==> src/rtl/load_store_unit.sv <==
// load_store_unit: word-memory initiator for RV32I loads/stores; sub-word stores as read-modify-write.
// Ports: clk, reset, req_* (request), resp_* (completion), MemRead/MemWrite/Address/Write_data/Read_data (memory). Option: LSU_MISALIGN_TRAP_EN.
module load_store_unit (
   input  logic        clk,
   input  logic        reset,
   input  logic        req_valid,
   output logic        req_ready,
   input  logic        req_we,
   input  logic [2:0]  req_funct3,
   input  logic [31:0] req_addr,
   input  logic [31:0] req_wdata,
   output logic        resp_valid,
   output logic [31:0] resp_rdata,
   output logic        resp_err,
   output logic        MemRead,
   output logic        MemWrite,
   output logic [31:0] Address,
   output logic [31:0] Write_data,
   input  logic [31:0] Read_data
);

   typedef enum logic [1:0] {IDLE, RD, WR, DONE} state_t;

   state_t      state, nxt;
   logic        we_q;
   logic [2:0]  f3_q;
   logic [1:0]  lo_q;
   logic [31:0] wdata_q;
   logic        err_q;
   logic [31:0] word_q;
   logic [31:0] addr_q;

   logic        f3_bad;
   logic        mis;
   logic        req_err;
   logic [31:0] wr_word;
   logic [7:0]  ld_byte;
   logic [15:0] ld_half;
   logic [31:0] ld_ext;

   always_comb begin
      f3_bad = req_we ? (req_funct3 > 3'd2)
                      : (req_funct3 == 3'd3 || req_funct3 > 3'd5);
      mis = 1'b0;
`ifdef LSU_MISALIGN_TRAP_EN
      if (req_funct3[1:0] == 2'd1)
         mis = req_addr[0];
      else if (req_funct3[1:0] == 2'd2)
         mis = (req_addr[1:0] != 2'b00);
`endif
      req_err = f3_bad | mis;
   end

   always_comb begin
      nxt = state;
      unique case (state)
         IDLE: begin
            if (req_valid) begin
               if (req_err)
                  nxt = DONE;
               else if (req_we && req_funct3 == 3'd2)
                  nxt = WR;
               else
                  nxt = RD;
            end
         end
         RD:      nxt = we_q ? WR : DONE;
         WR:      nxt = DONE;
         DONE:    nxt = IDLE;
         default: nxt = IDLE;
      endcase
   end

   always_ff @(posedge clk) begin
      if (reset) begin
         state   <= IDLE;
         we_q    <= 1'b0;
         f3_q    <= 3'd0;
         lo_q    <= 2'd0;
         wdata_q <= 32'd0;
         err_q   <= 1'b0;
         word_q  <= 32'd0;
         addr_q  <= 32'd0;
      end else begin
         state <= nxt;
         if (state == IDLE && req_valid) begin
            we_q    <= req_we;
            f3_q    <= req_funct3;
            lo_q    <= req_addr[1:0];
            wdata_q <= req_wdata;
            err_q   <= req_err;
            addr_q  <= {2'b00, req_addr[31:2]};
         end
         if (state == RD)
            word_q <= Read_data;
      end
   end

   // Merge store data into the captured word; SW ignores the capture.
   always_comb begin
      wr_word = word_q;
      unique case (f3_q[1:0])
         2'd0:    wr_word[{lo_q, 3'b000} +: 8] = wdata_q[7:0];
         2'd1:    wr_word[{lo_q[1], 4'b0000} +: 16] = wdata_q[15:0];
         default: wr_word = wdata_q;
      endcase
   end

   always_comb begin
      ld_byte = word_q[{lo_q, 3'b000} +: 8];
      ld_half = word_q[{lo_q[1], 4'b0000} +: 16];
      ld_ext  = 32'd0;
      unique case (1'b1)
         (f3_q[1:0] == 2'd2):
            ld_ext = word_q;
         (f3_q[1:0] == 2'd1):
            ld_ext = {{16{~f3_q[2] & ld_half[15]}}, ld_half};
         default:
            ld_ext = {{24{~f3_q[2] & ld_byte[7]}}, ld_byte};
      endcase
   end

   assign req_ready  = (state == IDLE);
   assign resp_valid = (state == DONE);
   assign resp_err   = (state == DONE) & err_q;
   assign resp_rdata = (state == DONE && !we_q && !err_q) ? ld_ext : 32'd0;
   assign MemRead    = (state == RD);
   assign MemWrite   = (state == WR);
   assign Address    = addr_q;
   assign Write_data = (state == WR) ? wr_word : 32'd0;

endmodule

==> config.mk <==
export PLATFORM = sky130hd
export DESIGN_NAME = load_store_unit
export DESIGN_NICKNAME = d
export VERILOG_FILES = /design/src/rtl/load_store_unit.sv
export SDC_FILE = /design/constraint.sdc
export NUM_CORES = 1
export LEC_CHECK = 0
export BUFFER_PORTS_ARGS = -buffer_cell sky130_fd_sc_hd__buf_4
export CORE_UTILIZATION = 49
export DETAILED_ROUTE_END_ITERATION = 16
export PLACE_DENSITY = 0.9
export SKIP_CTS_REPAIR_TIMING = 1
export SLEW_MARGIN = 0
export SYNTH_ARGS = -nofsm -noshare
export SYNTH_HDL_FRONTEND = slang
export SYNTH_SLANG_ARGS = --single-unit
==> constraint.sdc <==
create_clock -name clk -period 2.54 [get_ports clk]
set_input_delay 0.127 -clock clk [delete_from_list [all_inputs] [get_ports clk]]
set_output_delay 0.127 -clock clk [all_outputs]
set_load 0.01 [all_outputs]
==> run metrics <==
status complete, no violations; row count 39; Worst-Margin Slew a little over 0.6 ns; worst path required time about 2.4 ns; Tot GR Track Use roughly 31%; Die Span Y about 110 um; Hold/Removal Path Class in2reg; die area ~12000 um^2; Yosys warnings 0; total routed wirelength 18.92 mm; Synth top area share 35.70%; DRC errors left 0; synthesized area 5776 um^2; DRT iter0 DRCs a little under 600; clk_lat worst skew approximately 0.35 ns; final worst slack about 0.14 ns; via count between 6000 and 7000; Final Hold Viols 0; clock period minus worst slack about 2.4 ns; MaxCap Viol Count 0; most instantiated cells after synthesis 178 x nand2_1, 103 x dfxtp_1, 95 x a21oi_1; CP bufs+invs 3; HPWL Detailed ~14 mm; sequential fraction of the synthesis area between 30% and 40%; Main synth FF type dfxtp_1; share of post-route cells with drive strength above 1 a little under a third; number of synthesized flops with an enable pin 0; CP max-delay cell dfxtp_2; number of I/O port buffers roughly 200; # diodes 0; dominant cells by area after synthesis dfxtp_1 36%, nand2_1 12%, a21oi_1 8.2%; Critical Path Fanout Max 10; Period Utilization, post-route between 90% and 100%; synthesis-stage register bit count a little over 100; Clock Skew around 0.007 ns; total gr overflow 0; Final Max Tran Viols 0; post-synthesis area per instance slightly below 8 um^2; Setup CP Type reg2out; clock sink count roughly 100; clk buf depth 2; Placer Congestion 0.9606; Worst slew margin 58.82%; pre-CTS setup slack 0.4777 ns; drt first pass iters 5; setup slack, reg-to-reg 0.84 ns; DIE WIDTH between 100 and 150 um; htree depth 3; Leak 2.990 nW; Layout Utilization roughly two thirds; global-route wire length before repair 29.85 mm; setup TNS 0 ns; Min Hold Slack between 0.01 and 0.015 ns; cells after synthesis between 700 and 800; number of global-route vias before repair 5767; drt wl/cell approximately 18 um; post-DR vias/cell just under 6; Area growth, synth to finish 32.11%; Crit path largest cell delay between 0.4 and 0.5 ns; Root Driver clkbuf_16; Post-layout nets between 1000 and 1500; most frequent cell after synthesis nand2_1; ANT nets after route 0; Startpoint Class register; critical path's top delay family buffers and inverters; clock-pin slew on the worst setup and hold paths about 0.070 ns; Max Freq ~420 MHz; largest area contributor in the netlist dfxtp_1; pwr/cell area around 860 nW/um^2; largest net degree at the start of global routing 54; cts bufs inserted 9; CTS tree built; Top cell by count, worst path buf_4; Worst IR Drop VDD 0.6471 mV; asr flop ratio synth 0%; I/O pin count between 200 and 250; setup violators final 0; Initial Util between 50% and 60%; Distinct cells, synth 45; CP arrival about 2.3 ns; unrepaired setup endpoints after global routing false; core box area 11470 um^2; worst path cell trace inv_1 -> ha_1 -> nor4bb_1 -> buf_4 -> a32oi_1 -> o21ai_0 -> buf_4; crit end category output pin; initial antenna violation count 0
-- power by group --
group          internal [mW]  total, mW  switching, mW
Combinational           1.17       2.81           1.64
Sequential              1.94       2.35          0.405
Clock                  0.803       1.43          0.632
-- cell type report --
type                            count  area [um^2]
Fill cell                         945         3837
Multi-Input combinational cell    552         3344
Sequential cell                   103         2063
Timing Repair Buffer              223         1703
Clock buffer                       11        242.7
Tap cell                          143        178.9
Clock inverter                      5        63.81
Inverter                            9        33.78
-- sequential cells by signal, summed over array words and instances (netlist names) --
register	flops
we_q	1
wdata_q	32
f3_q	3
state	2
word_q	32
Address	30
lo_q	2
err_q	1
-- layout by cell type (no fill, tap or decap), types with 5 or more instances in the layout --
cell	Yosys	layout
a311oi_1	12	12
a211oi_1	15	15
mux2_2	17	17
nand2_1	178	177
dfxtp_1	103	102
a21oi_1	95	95
o21ai_0	54	54
buf_4	6	220
nor3b_1	16	16
inv_1	9	9
clkbuf_16	0	9
nor2b_1	5	5
a31oi_1	8	8
mux2i_1	34	34
a311oi_2	5	5
nor2_1	42	42
ha_1	12	10
a32oi_1	16	16
nand3_1	8	8
mux4_2	8	8
-- worst reg2reg max path, stage by stage, from the launching register on --
cell and delay (ns):
dfxtp_1 0.35, inv_1 0.10, ha_1 0.32, and2_2 0.21
buf_4 0.36, nand2_1 0.16, a21oi_1 0.14
-- cell families after synthesis --
family	share of synthesized area, %
and+or+nand+nor	20.13
AOI/OAI and AO/OA	22.53
DFF	35.70
buffers and inverters	6.651
muxes	12.33
adders and majority gates	2.600
other	0.06493
-- final timing paths --
check                      startpoint                        to  cells after the start
max              lo_q[0]$_SDFFE_PP0P_            Write_data[26]                      7
min                     Read_data[29]   word_q[29]$_SDFFE_PP0P_                      3
max reg2reg     state[0]$_SDFFE_PP0P_  wdata_q[23]$_SDFFE_PP0P_                      6
min reg2reg  Address[29]$_SDFFE_PP0P_  Address[29]$_SDFFE_PP0P_                      2
-- per-layer routing --
layer	wire length [um]	global-route usage (%)	vias to the layer above
met5	0	0	-
met2	9038	49.69	373
met3	1884	7.080	70
li1	-	-	2905
met1	7119	37.28	2810
met4	881	16.62	0
-- through the flow --
step	power (mW)	cell area (um^2)	std cells
3_3_place_gp	5.030	7313	1030
5_1_grt	6.962	7630	1046
6_report	6.598	7630	1046
4_1_cts	6.544	7620	1046
2_1_floorplan	4.142	5779	735
3_5_place_dp	5.119	7313	1030
No activity file was read; power rests on OpenSTA's default activity.
